==> src/rtl/div_pkg.sv <==
// -----------------------------------------------------------------------------
// div_pkg
// Shared definitions for the divide scheduler.
//   id_width()   : width of a requester index (clog2 of the requester count,
//                  never less than 1 bit).
//   tag_width()  : width of one tag record carried alongside the divider.
//   tag_*_bit/lsb: field positions inside a tag record. The record is packed
//                  MSB to LSB as {valid, id, dz, dividend}.
// -----------------------------------------------------------------------------
package div_pkg;

  function automatic int id_width(input int r);
    return (r > 1) ? $clog2(r) : 1;
  endfunction

  function automatic int tag_width(input int n, input int r);
    return 1 + id_width(r) + 1 + n;
  endfunction

  // dividend occupies [n-1:0]
  function automatic int tag_dz_bit(input int n);
    return n;
  endfunction

  function automatic int tag_id_lsb(input int n);
    return n + 1;
  endfunction

  function automatic int tag_valid_bit(input int n, input int r);
    return n + 1 + id_width(r);
  endfunction

endpackage

==> src/rtl/div_sched_div.sv <==
// -----------------------------------------------------------------------------
// div_sched_div
// Unsigned N-bit divider with a fixed latency of LAT clock cycles (LAT >= 1).
// The quotient/remainder are formed combinationally from the inputs and then
// pass through LAT register stages; synthesis retiming is expected to spread
// the divide array across those stages. A zero divisor yields q=0, r=dividend;
// the caller overrides that case anyway.
//   i_clk        : clock
//   i_dividend   : N-bit dividend
//   i_divisor    : N-bit divisor
//   o_quotient   : quotient, LAT cycles after the inputs
//   o_remainder  : remainder, LAT cycles after the inputs
// -----------------------------------------------------------------------------
module div_sched_div #(
  parameter int N   = 8,
  parameter int LAT = N
) (
  input  logic         i_clk,
  input  logic [N-1:0] i_dividend,
  input  logic [N-1:0] i_divisor,
  output logic [N-1:0] o_quotient,
  output logic [N-1:0] o_remainder
);

  logic [N-1:0] w_q;
  logic [N-1:0] w_r;
  logic [N-1:0] r_q [LAT];
  logic [N-1:0] r_r [LAT];

  always_comb begin
    w_q = '0;
    w_r = i_dividend;
    if (i_divisor != '0) begin
      w_q = i_dividend / i_divisor;
      w_r = i_dividend % i_divisor;
    end
  end

  // Pure datapath: no reset needed, validity travels in the caller's tags.
  always_ff @(posedge i_clk) begin
    r_q[0] <= w_q;
    r_r[0] <= w_r;
    for (int s = 1; s < LAT; s++) begin
      r_q[s] <= r_q[s-1];
      r_r[s] <= r_r[s-1];
    end
  end

  assign o_quotient  = r_q[LAT-1];
  assign o_remainder = r_r[LAT-1];

endmodule

==> src/rtl/div_sched.sv <==
// -----------------------------------------------------------------------------
// div_sched
// Round-robin scheduler sharing one pipelined divider among R requesters.
// Handshake: request i is accepted on a rising edge where req_valid[i] and
// req_grant[i] are both high; req_grant is combinational, at most one-hot, and
// a requester may hold req_valid until it sees its grant. Results come back in
// acceptance order, LAT+1 edges after acceptance, as a one-cycle resp_valid
// strobe; all resp_* fields read 0 when resp_valid is low.
//   clk, rst                   : clock, synchronous active-high reset
//   req_valid[R]               : request strobes
//   req_dividend/req_divisor   : packed operands, lane i at [i*N +: N]
//   req_grant[R]               : combinational grant
//   resp_valid/resp_id         : result strobe and owning requester
//   resp_quotient/remainder    : unsigned result
//   resp_dz                    : divide-by-zero (q = all ones, r = dividend)
// -----------------------------------------------------------------------------
module div_sched import div_pkg::*; #(
  parameter int N   = 8,
  parameter int R   = 4,
  parameter int LAT = N
) (
  input  logic                    clk,
  input  logic                    rst,
  input  logic [R-1:0]            req_valid,
  input  logic [R*N-1:0]          req_dividend,
  input  logic [R*N-1:0]          req_divisor,
  output logic [R-1:0]            req_grant,
  output logic                    resp_valid,
  output logic [id_width(R)-1:0]  resp_id,
  output logic [N-1:0]            resp_quotient,
  output logic [N-1:0]            resp_remainder,
  output logic                    resp_dz
);

  localparam int IDW  = id_width(R);
  localparam int TW   = tag_width(N, R);
  localparam int T_DZ = tag_dz_bit(N);
  localparam int T_ID = tag_id_lsb(N);
  localparam int T_V  = tag_valid_bit(N, R);

  logic [IDW-1:0] r_ptr;
  logic [IDW-1:0] w_gnt_idx;
  logic           w_accept;
  logic [R-1:0]   w_grant;
  logic [IDW:0]   w_c;
  logic [IDW-1:0] w_ptr_nxt;
  logic [N-1:0]   w_sel_dvd;
  logic [N-1:0]   w_sel_dvs;
  logic [N-1:0]   r_iss_dvd;
  logic [N-1:0]   r_iss_dvs;
  logic [TW-1:0]  r_tag [LAT+1];
  logic [N-1:0]   w_div_q;
  logic [N-1:0]   w_div_r;

  // Scan the requesters starting at the pointer; the first valid one wins.
  // w_c is one bit wider than an index so ptr+k cannot overflow before wrap.
  always_comb begin
    w_grant   = '0;
    w_gnt_idx = '0;
    w_accept  = 1'b0;
    w_c       = '0;
    for (int k = 0; k < R; k++) begin
      w_c = {1'b0, r_ptr} + (IDW+1)'(k);
      if (w_c >= (IDW+1)'(R)) w_c = w_c - (IDW+1)'(R);
      if (!w_accept && req_valid[w_c[IDW-1:0]]) begin
        w_accept  = 1'b1;
        w_gnt_idx = w_c[IDW-1:0];
      end
    end
    if (rst) w_accept = 1'b0;
    if (w_accept) w_grant[w_gnt_idx] = 1'b1;
  end

  assign req_grant = w_grant;

  always_comb begin
    w_ptr_nxt = w_gnt_idx + IDW'(1);
    if (int'(w_gnt_idx) == R - 1) w_ptr_nxt = '0;
  end

  assign w_sel_dvd = req_dividend[int'(w_gnt_idx)*N +: N];
  assign w_sel_dvs = req_divisor[int'(w_gnt_idx)*N +: N];

  div_sched_div #(.N(N), .LAT(LAT)) u_div (
    .i_clk       (clk),
    .i_dividend  (r_iss_dvd),
    .i_divisor   (r_iss_dvs),
    .o_quotient  (w_div_q),
    .o_remainder (w_div_r)
  );

  // r_tag[0] is loaded on the same edge as the issue register, so r_tag[LAT]
  // lines up with the divider output and the response registers one edge on.
  always_ff @(posedge clk) begin
    if (rst) begin
      r_ptr          <= '0;
      r_iss_dvd      <= '0;
      r_iss_dvs      <= '0;
      for (int s = 0; s <= LAT; s++) r_tag[s] <= '0;
      resp_valid     <= 1'b0;
      resp_id        <= '0;
      resp_quotient  <= '0;
      resp_remainder <= '0;
      resp_dz        <= 1'b0;
    end else begin
      if (w_accept) begin
        r_ptr     <= w_ptr_nxt;
        r_iss_dvd <= w_sel_dvd;
        r_iss_dvs <= w_sel_dvs;
        r_tag[0]  <= {1'b1, w_gnt_idx, (w_sel_dvs == '0), w_sel_dvd};
      end else begin
        r_tag[0]  <= '0;
      end
      for (int s = 1; s <= LAT; s++) r_tag[s] <= r_tag[s-1];

      if (r_tag[LAT][T_V]) begin
        resp_valid <= 1'b1;
        resp_id    <= r_tag[LAT][T_ID +: IDW];
        resp_dz    <= r_tag[LAT][T_DZ];
        if (r_tag[LAT][T_DZ]) begin
          resp_quotient  <= '1;
          resp_remainder <= r_tag[LAT][N-1:0];
        end else begin
          resp_quotient  <= w_div_q;
          resp_remainder <= w_div_r;
        end
      end else begin
        resp_valid     <= 1'b0;
        resp_id        <= '0;
        resp_quotient  <= '0;
        resp_remainder <= '0;
        resp_dz        <= 1'b0;
      end
    end
  end

endmodule
==> config.mk <==
export PLATFORM = sky130hd
export DESIGN_NAME = div_sched
export DESIGN_NICKNAME = d
export VERILOG_FILES = /design/src/rtl/div_pkg.sv /design/src/rtl/div_sched_div.sv /design/src/rtl/div_sched.sv
export SDC_FILE = /design/constraint.sdc
export NUM_CORES = 1
export LEC_CHECK = 0
export BUFFER_PORTS_ARGS = -buffer_cell sky130_fd_sc_hd__buf_2
export CELL_PAD_IN_SITES_DETAIL_PLACEMENT = 1
export CELL_PAD_IN_SITES_GLOBAL_PLACEMENT = 1
export CORE_MARGIN = 4
export CORE_UTILIZATION = 52
export DETAILED_ROUTE_END_ITERATION = 7
export HOLD_SLACK_MARGIN = 0.15
export PLACE_DENSITY_LB_ADDON = 0.2
export RECOVER_POWER = 25
export SLEW_MARGIN = 20
export SYNTH_ARGS = -nofsm -noshare
export SYNTH_HDL_FRONTEND = slang
export SYNTH_SLANG_ARGS = --single-unit
==> constraint.sdc <==
create_clock -name clk -period 15.57 [get_ports clk]
set_input_delay 3.114 -clock clk [delete_from_list [all_inputs] [get_ports clk]]
set_output_delay 3.114 -clock clk [all_outputs]
set_load 0.01 [all_outputs]
==> metrics.csv, run 1 <==
stage,metric,value,unit
floorplan,io_pins,94,
global_route,overflow,0,
synthesis,synth_edf_count,108,
drt,vias,6630,
timing,finalSetupTns,0,ns
synthesis,yosysWarningCount,0,
global_route,grt.total_usage,20.34,%
drt,wl_met2,11.61,mm
timing,finalCriticalPeriod,12.19,ns
floorplan,die_area,22620,um^2
drt,dr.pass1.iters,4,
clocking,clock_latency,0.53,ns
worst_setup_path,crit_type,reg2reg,
synthesis,synth_flop_cell,dfxtp_1,
run,drv_cap,0,
synthesis,synth_cell_types,66,
worst_setup_path,cp.arrival,12.62,ns
final_layout,drive_gt1_share,16.10,%
place,portBuffers,93,
timing,slew_violations,0,
timing,rsz0062_at_grt,false,
synthesis,ys_ff_latch,274,
drt,drt-met1-wl,8.949,mm
min_path,holdCritPathClass,reg2reg,
global_route,grt_pass1_vias,7330,
final_layout,final_net_count,1162,
floorplan,std_cell_rows,51,
clocking,clk_pin_slew,0.07,ns
worst_setup_path,crit_slowest_cell,a31oi_2,
clocking,cts_max_path_buffers,3,
place,gp_congestion,0.9181,
worst_setup_path,crit_path_end_kind,flop,
global_route,grt_pass1_wl,36.24,mm
clocking,cts_buffers,27,
run_status,outcome,finished clean,
worst_setup_path,crit_fanout,10,
synthesis,netlist_instances,845,
timing,tightest_slew,0.9508,ns
clocking,cts-resized-gates,0,
place,placedInstanceArea,11640,um^2
final_layout,fill_cells,2048,
floorplan,core,19720,um^2
timing,hold_violations,0,
drt,wl_met3,1.306,mm
clocking,clock_sinks,274,
drt,wl,22.31,mm
place,dp_hpwl,15.71,mm
drt,via_per_inst,4.974,
drt,drc_errors,0,
drt,drtAntennaViolNets,0,
floorplan,die-height,150.4,um
worst_setup_path,cpPeakStageDelay,0.54,ns
clocking,cts_tree,yes,
synthesis,yosysSeqAreaShare,62.26,%
drt,routed.top_layer,met4,
synthesis,async_reset_ff_share,0,%
timing,finalSetupViolCount,0,
final_layout,final_cell_area,12490,um^2
global_route,antenna_found_initial,0,
drt,drtIter0Drc,287,
drt,post_drt_wl_per_cell,16.74,um
global_route,grt_max_degree,61,
clocking,cts_root_buffer,clkbuf_16,
timing,skew,0.01496,ns
clocking,htree_levels,1,
final_layout,syn_to_final_growth,18.45,%
clocking,ctsHoldBuffers,0,
floorplan,start_util,53.49,%
synthesis,netlist_area,10550,um^2
timing,max_slew_margin,36.47,%
clocking,cts_setup_buffers,0,
synthesis,synth_area_per_cell,12.48,um^2
timing,fmax,82.04,MHz
floorplan,die_x,150.4,um
final_layout,n_antenna_cell,0,
worst_setup_path,start_kind,flop,
worst_setup_path,required,16.00,ns
timing,min_period_over_period,78.29,%
==> cell families after synthesis <==
family,Yosys count,share of synthesized area (%)
other,1,0.03556
adders and majority gates,44,5.291
DFF,274,62.26
buffers and inverters,61,2.385
xor gates and xnor gates,17,1.412
muxes,52,6.003
AOI/OAI and AO/OA,121,8.554
and+or+nand+nor,275,14.06
==> cell usage in the layout, fill, tap and decap left out, types with 14 or more instances in the layout <==
cell type | netlist | layout
buf_2 | 3 | 92
dfxtp_1 | 166 | 166
clkbuf_16 | 0 | 28
nor3_1 | 15 | 15
ha_1 | 43 | 43
edfxtp_1 | 108 | 108
mux2i_1 | 34 | 34
a21o_1 | 14 | 14
and2_1 | 23 | 23
nand2_1 | 32 | 32
a21oi_1 | 30 | 30
inv_1 | 30 | 30
nor2_1 | 67 | 67
nor2b_1 | 102 | 102
conb_1 | 1 | 108
==> path summary, 6_finish.rpt <==
check	end	slack, ns	cells past startpoint	startpoint
worst max-delay path	u_div.r_r[0][7]$_DFF_P_	3.38	48	r_iss_dvs[7]$_SDFFE_PP0P_
worst min-delay path	u_div.r_r[1][4]$_DFF_P_	0.32	0	u_div.r_r[0][28]$_DFF_P_
worst max register to register	u_div.r_r[0][7]$_DFF_P_	3.38	48	r_iss_dvs[7]$_SDFFE_PP0P_
worst min register to register	u_div.r_r[1][4]$_DFF_P_	0.32	0	u_div.r_r[0][28]$_DFF_P_
==> per-layer routing <==
layer	GRT usage, %	vias to the layer above
li1	-	3255
met1	23.72	3164
met2	38.33	180
met3	3.612	31
met4	5.352	0
met5	0	-
==> registers in the layout, summed over array words and instances (netlist names) <==
name / flops
resp_valid: 1
r_tag: 108
r_iss_dvd: 8
resp_quotient: 8
r_ptr: 2
resp_remainder: 8
r_iss_dvs: 8
resp_id: 2
u_div.r_q: 64
u_div.r_r: 64
resp_dz: 1
==> critical path, delay by kind of cell, from the launching register on <==
kind | cells | cell delay [ns]
buf+inv | 2 | 0.17
fa+ha+maj | 7 | 2.25
mux | 1 | 0.45
flops | 1 | 0.35
compound gates | 22 | 5.27
simple gates | 16 | 3.60
==> synthesized netlist by cell type, drive strengths merged, types with 6 or more instances <==
master / count / area, um^2
xnor2: 8 / 70.07
o21ai: 22 / 110.1
dfxtp: 166 / 3323
nor2b: 102 / 638.1
nand2: 32 / 120.1
mux4: 8 / 180.2
a31oi: 6 / 43.79
buf: 6 / 45.04
nor2: 67 / 251.5
ha: 43 / 538.0
nand2b: 8 / 50.05
o21a: 8 / 60.06
a21o: 14 / 105.1
mux2: 10 / 112.6
nand3: 7 / 35.03
mux2i: 34 / 340.3
xor2: 9 / 78.83
and2: 23 / 143.9
clkbuf: 23 / 86.33
inv: 32 / 120.1
edfxtp: 108 / 3243
a21oi: 31 / 166.4
nor3: 15 / 75.07
==> area by class of cell <==
cell class | count | area [um^2] | share of cell area [%]
sequential | 274 | 6566 | 52.56
multi-input combinational | 617 | 4136 | 33.11
clock buffer | 39 | 782.0 | 6.260
timing repair buffer | 96 | 490.5 | 3.926
tap | 265 | 331.6 | 2.654
inverter | 32 | 120.1 | 0.9615
clock inverter | 10 | 65.06 | 0.5208
==> metrics by stage <==
step	cells	worst slack [ns]	hold WS (ns)	util, %
finish	1333	3.381	0.3177	63.35
global route	1333	2.285	0.3233	63.35
CTS	1333	3.570	0.3200	63.32
detailed placement	1284	3.702	0.3132	59.03
global placement	1284	4.201	0.3099	59.03
floorplan	952	5.407	0.3096	-
Power of run 1 is left out: the tool's default activity adds up to more than one toggle a clock period on the data nets, which glitch-free logic cannot reach.
==> inputs of run 2 (changes only) <==
- CORE_UTILIZATION: 52 -> 48
- clock period: 15.57 -> 11.6 ns (I/O delays scaled with it)
==> run 2 against run 1 <==
Global-route usage down 2.0 points. Die area up 7.9%. Final area up 2.7%. Non-clock buffer count up 12. Critical path depth down 3. Count of clock-buffer cells in the layout up 8. Critical endpoint is now u_div.r_r[0][3]$_DFF_P_. Largest cell class unchanged.
==> metrics.csv, run 2 (synthesis results as in run 1) <==
stage,metric,value,unit,change
run_status,outcome,finished clean,,
drt,post_drt_wl_per_cell,16.15,um,-3.5%
place,dp_hpwl,15.45,mm,-1.7%
worst_setup_path,startpoint,r_iss_dvs[7]$_SDFFE_PP0P_,,
global_route,overflow,0,,unchanged
place,placedInstanceArea,11680,um^2,+0.37%
final_layout,syn_to_final_growth,21.59,%,
clocking,cts_buffers,28,,+3.7%
clocking,clk_pin_slew,0.07,ns,about the same
timing,skew,0.01139,ns,-0.003572 ns
floorplan,die-height,156.2,um,+3.9%
timing,slew_violations,0,,unchanged
run,drv_cap,0,,unchanged
global_route,grt.total_usage,18.31,%,-2.0 points
drt,drtAntennaViolNets,0,,unchanged
drt,vias,6612,,-0.27%
place,gp_congestion,0.8683,,-5.4%
floorplan,core,21290,um^2,+8.0%
clocking,cts_max_path_buffers,3,,unchanged
final_layout,mostFrequentLayoutCells,"166 x dfxtp_1, 108 x edfxtp_1, 108 x conb_1",,
final_layout,largest_reg_flops,108,,unchanged
global_route,grt_max_degree,57,,-6.6%
floorplan,std_cell_rows,53,,+3.9%
floorplan,io_pins,94,,unchanged
global_route,grt_pass1_wl,35.98,mm,-0.72%
timing,finalCriticalPeriod,10.82,ns,-1.371 ns
timing,tightest_slew,0.9556,ns,+0.004797 ns
timing,holdWs,0.3230,ns,+0.005313 ns
worst_setup_path,required,12.03,ns,-3.97 ns
global_route,grt_pass1_vias,7349,,+0.26%
clocking,clock_latency,0.52,ns,about the same
final_layout,n_antenna_cell,0,,unchanged
worst_setup_path,crit_type,reg2reg,,
worst_setup_path,cpPeakStageDelay,0.39,ns,-0.15 ns
worst_setup_path,r2r_start,r_iss_dvs[7]$_SDFFE_PP0P_,,
global_route,antenna_found_initial,0,,unchanged
clocking,clock_sinks,274,,unchanged
timing,finalSetupViolCount,0,,unchanged
clocking,htree_levels,1,,unchanged
drt,wl,21.92,mm,-1.8%
timing,min_period_over_period,93.26,%,+15 points
clocking,ctsHoldBuffers,0,,unchanged
floorplan,die_x,156.2,um,+3.9%
min_path,hp-start,u_div.r_q[0][6]$_SDFF_PP0_,,
final_layout,drive_gt1_share,19.13,%,+3.0 points
worst_setup_path,crit_path_end_kind,flop,,
worst_setup_path,crit_top_cell,ha_1,,
drt,drc_errors,0,,unchanged
min_path,holdCritPathClass,reg2reg,,
worst_setup_path,crit_fanout,8,,-2
timing,fmax,92.44,MHz,+13%
final_layout,fin_util,60.24,%,-3.1 points
drt,dr.pass1.iters,4,,unchanged
drt,via_per_inst,4.873,,-2.0%
final_layout,final_cell_area,12820,um^2,+2.7%
drt,drtIter0Drc,208,,-28%
worst_setup_path,cp.arrival,11.25,ns,-1.37 ns
final_layout,largest_register,r_tag,,
timing,hold_violations,0,,unchanged
clocking,cts_root_buffer,clkbuf_16,,
worst_setup_path,start_kind,flop,,
worst_setup_path,crit_slowest_cell,or3_1,,
final_layout,layout_commonest_cell,dfxtp_1,,
final_layout,final_net_count,1175,,+1.1%
floorplan,start_util,49.54,%,-3.9 points
final_layout,reg.largest.list,"r_tag (108), u_div.r_q (64), u_div.r_r (64)",,
clocking,cts_tree,yes,,
place,portBuffers,93,,unchanged
timing,max_slew_margin,36.15,%,-0.32 points
floorplan,die_area,24410,um^2,+7.9%
## run 2: cell types whose count changed in the layout (fill, tap and decap cells not counted), sizes merged
| cell | delta |
|---|---|
| clkbuf | +8 |
| clkinv | -5 |
| inv | -1 |
| buf | +12 |
## run 2: worst max-delay path, delay by kind of cell (launching register included)
| family | cells | cell delay [ns] |
|---|---|---|
| DFF | 1 | 0.35 |
| AOI/OAI and AO/OA | 22 | 4.70 |
| buffers and inverters | 1 | 0.07 |
| and+or+nand+nor | 13 | 2.88 |
| adders and majority gates | 7 | 2.11 |
| muxes | 2 | 0.60 |
## run 2: worst paths after layout
| kind | to | slack [ns] | cells after the start |
|---|---|---|---|
| setup / recovery | u_div.r_r[0][3]$_DFF_P_ | 0.78 | 45 |
| hold / removal | u_div.r_q[0][14]$_DFF_P_ | 0.32 | 0 |
| setup reg to reg | u_div.r_r[0][3]$_DFF_P_ | 0.78 | 45 |
| hold reg to reg | u_div.r_q[0][14]$_DFF_P_ | 0.32 | 0 |
## run 2: layout make-up
cell class | instances | area, um^2
Fill cell | 2276 | 8463
Sequential cell | 274 | 6566
Multi-Input combinational cell | 617 | 4270
Clock buffer | 47 | 914.6
Timing Repair Buffer | 108 | 580.6
Tap cell | 275 | 344.1
Inverter | 32 | 120.1
Clock inverter | 4 | 27.53
## run 2: per-layer routing
metal | global-route usage (%) | up-vias | routed length, um
li1 | - | 3278 | -
met1 | 21.99 | 3154 | 9076
met2 | 34.02 | 151 | 11400
met3 | 3.180 | 29 | 1064
met4 | 4.669 | 0 | 379
met5 | 0 | - | 0
## run 2: metrics by stage
step           worst slack (ns)  TNS [ns]  instances
6_report                 0.7818         0       1357
4_1_cts                 0.07441         0       1349
3_5_place_dp            -0.1382   -0.7827       1298
2_1_floorplan             1.437         0        952
5_1_grt                -0.08318   -0.3915       1357
3_3_place_gp             0.2729         0       1298
## run 2: what timing repair did
item	CTS	global route
endpoints found under the hold margin	0	0
pin swaps	0	6
resized for setup	3	27
cloned	0	0
setup endpoints to repair	8	9
buffers inserted	0	8
Power of run 2 is left out for the same reason.
==> inputs of run 3 (changes only) <==
- ABC_AREA: not set -> 1
- CORE_UTILIZATION: 48 -> 46
==> run 3 against run 2 <==
Non-clock buffer count is 13 lower. Critical path depth increased by 21. Utilization shrank 4.7 points. Clock skew shrank 0.00074 ns. First-iteration DRC count increased by 63%. Fmax increased by 3.3%. Count of clock-buffer cells in the layout decreased by 7. Global-route usage up 0.32 points. Register-to-register slack improved by 0.34 ns. Area after synthesis rose by 3.5%. Setup slack improved by 0.34 ns. Critical path type unchanged. Critical endpoint is now u_div.r_r[0][6]$_DFF_P_.
==> metrics.csv, run 3 <==
stage,metric,value,unit,change
floorplan,start_util,46.65,%,-2.9 points
synthesis,ys_ff_latch,274,,unchanged
timing,holdWs,0.3204,ns,-0.002622 ns
run_status,outcome,finished clean,,
final_layout,largest_register,r_tag,,
synthesis,netlist_area,10920,um^2,+3.5%
final_layout,finalNonFillerCells,1717,,+27%
clocking,htree_levels,1,,unchanged
min_path,holdCritPathClass,reg2reg,,
drt,vias,7857,,+19%
drt,drtAntennaViolNets,0,,unchanged
floorplan,die_x,162.1,um,+3.7%
drt,drtIter0Drc,340,,+63%
clocking,cts_tree,yes,,
synthesis,yosys-top-cells-count,"220 x inv_1, 198 x nand2_1, 169 x nor2_1",,
global_route,global_route.usage.met3,3.705,%,+0.52 points
timing,finalCriticalPeriod,10.47,ns,-0.3433 ns
place,portBuffers,93,,unchanged
drt,post_drt_wl_per_cell,14.08,um,-13%
global_route,met2_usage,34.38,%,+0.36 points
worst_setup_path,crit_slowest_cell,dfxtp_2,,
final_layout,reg.largest.list,"r_tag (108), u_div.r_q (64), u_div.r_r (64)",,
synthesis,yosysMostFrequentCell,inv_1,,
drt,dr.pass1.iters,4,,unchanged
timing,finalSetupTns,0,ns,unchanged
drt,wl,24.17,mm,+10%
floorplan,io_pins,94,,unchanged
worst_setup_path,crit_path_end_kind,flop,,
global_route,antenna_found_initial,0,,unchanged
final_layout,mostFrequentLayoutCells,"218 x inv_1, 198 x nand2_1, 167 x nor2_1",,
final_layout,n_antenna_cell,0,,unchanged
clocking,ctsHoldBuffers,0,,unchanged
final_layout,drive_gt1_share,13.09,%,-6.0 points
worst_setup_path,start_kind,flop,,
timing,min_period_over_period,90.30,%,-3.0 points
synthesis,yosysTopAreaCellShare,30.44,%,-1.1 points
drt,via_per_inst,4.576,,-6.1%
synthesis,yosysWarningCount,0,,unchanged
timing,slew_violations,0,,unchanged
synthesis,synth_cell_types,45,,-32%
timing,finalSetupViolCount,0,,unchanged
worst_setup_path,crit_top_cell,nand2_1,,
clocking,clk_pin_slew,0.06,ns,about the same
synthesis,netlist_instances,1175,,+39%
timing,tightest_slew,0.9516,ns,-0.004064 ns
timing,fmax,95.47,MHz,+3.3%
worst_setup_path,required,11.99,ns,-0.04 ns
worst_setup_path,crit_fanout,10,,+2
place,gp_congestion,0.8751,,+0.78%
final_layout,layout_commonest_cell,inv_1,,
synthesis,yosysSeqAreaShare,60.14,%,-2.1 points
floorplan,std_cell_rows,56,,+5.7%
place,post-place-cells,1664,,+28%
final_layout,final_net_count,1491,,+27%
global_route,grt.total_usage,18.63,%,+0.32 points
timing,max_slew_margin,36.56,%,+0.41 points
floorplan,die_area,26260,um^2,+7.6%
clocking,cts_buffers,29,,+3.6%
clocking,cts_root_buffer,clkbuf_16,,
clocking,clock_sinks,274,,unchanged
worst_setup_path,cp.arrival,10.87,ns,-0.38 ns
final_layout,syn_to_final_growth,18.97,%,
floorplan,die-height,162.1,um,+3.7%
global_route,overflow,0,,unchanged
run,drv_cap,0,,unchanged
place,dp_hpwl,17.79,mm,+15%
clocking,cts_max_path_buffers,3,,unchanged
floorplan,core,23400,um^2,+9.9%
global_route,grt_max_degree,98,,+72%
synthesis,synth_flop_cell,dfxtp_1,,
synthesis,synth.area.top_cells,"dfxtp_1 30%, edfxtp_1 30%, inv_1 7.6%, nand2_1 6.8%, nor2_1 5.8%",,
timing,hold_violations,0,,unchanged
worst_setup_path,crit_type,reg2reg,,
drt,drc_errors,0,,unchanged
global_route,gr-usage-met1,22.33,%,+0.33 points
clocking,clock_latency,0.53,ns,about the same
global_route,busiest_layer,met2,,
global_route,grt_pass1_vias,8344,,+14%
worst_setup_path,cpPeakStageDelay,0.42,ns,+0.03 ns
synthesis,synth_area_per_cell,9.292,um^2,-26%
synthesis,async_reset_ff_share,0,%,unchanged
synthesis,yosysTopAreaCell,dfxtp_1,,
timing,skew,0.01065,ns,-0.0007355 ns
synthesis,synth_edf_count,108,,unchanged
final_layout,largest_reg_flops,108,,unchanged
worst_setup_path,rrSetupSlack,1.13,ns,+0.34 ns
global_route,grt_pass1_wl,39.89,mm,+11%
## run 3: through the flow
stage	cell area [um^2]	worst slack, ns	util, %
3_3_place_gp	12050	1.294	51.48
4_1_cts	12940	0.5679	55.29
6_report	12990	1.125	55.50
3_5_place_dp	12050	0.6920	51.48
5_1_grt	12990	-0.01726	55.50
2_1_floorplan	11320	2.553	-
## run 3: logic make-up after synthesis
family / Yosys count / synth area share (%)
AND/OR/NAND/NOR: 464 / 18.19
flip-flops: 274 / 60.14
other: 1 / 0.03435
XOR/XNOR: 15 / 1.203
AO/OA/AOI/OAI: 117 / 6.074
adder cells (fa/ha/maj): 44 / 5.111
buffers and inverters: 260 / 9.248
## run 3: repair_timing
action / in CTS / in global routing
resized for setup: 0 / 13
buffers inserted: 0 / 1
hold endpoints to repair: 0 / 0
endpoints found under the setup margin: 0 / 9
## run 3: metal layers
layer | part of all wire, % | vias up
li1 | - | 3989
met2 | 51 | 161
met1 | 42 | 3671
met3 | 4.9 | 36
met4 | 2.2 | 0
met5 | 0 | -
## run 3: cell type report
cell class | instances | area (um^2)
tap | 319 | 399.1
clock buffer | 40 | 807.0
sequential | 274 | 6568
inverter | 229 | 868.3
clock inverter | 12 | 85.08
multi-input combinational | 748 | 3781
timing repair buffer | 95 | 480.5
fill | 2822 | 10410
## run 3: worst paths after layout
kind                                                start                       to  depth (start not counted)
worst min register to register   u_div.r_r[0][24]$_DFF_P_  u_div.r_r[1][0]$_DFF_P_                          0
worst min-delay path             u_div.r_r[0][24]$_DFF_P_  u_div.r_r[1][0]$_DFF_P_                          0
worst max register to register  r_iss_dvs[0]$_SDFFE_PP0P_  u_div.r_r[0][6]$_DFF_P_                         66
worst max-delay path            r_iss_dvs[0]$_SDFFE_PP0P_  u_div.r_r[0][6]$_DFF_P_                         66
## run 3: worst max-delay path: cells and delay by family (launching register included)
kind,cells,cell delay [ns]
AO/OA/AOI/OAI,14,2.26
adder cells (fa/ha/maj),8,2.49
buffers and inverters,11,1.18
flip-flops,1,0.42
AND/OR/NAND/NOR,33,4.00
Power of run 3 is left out for the same reason.
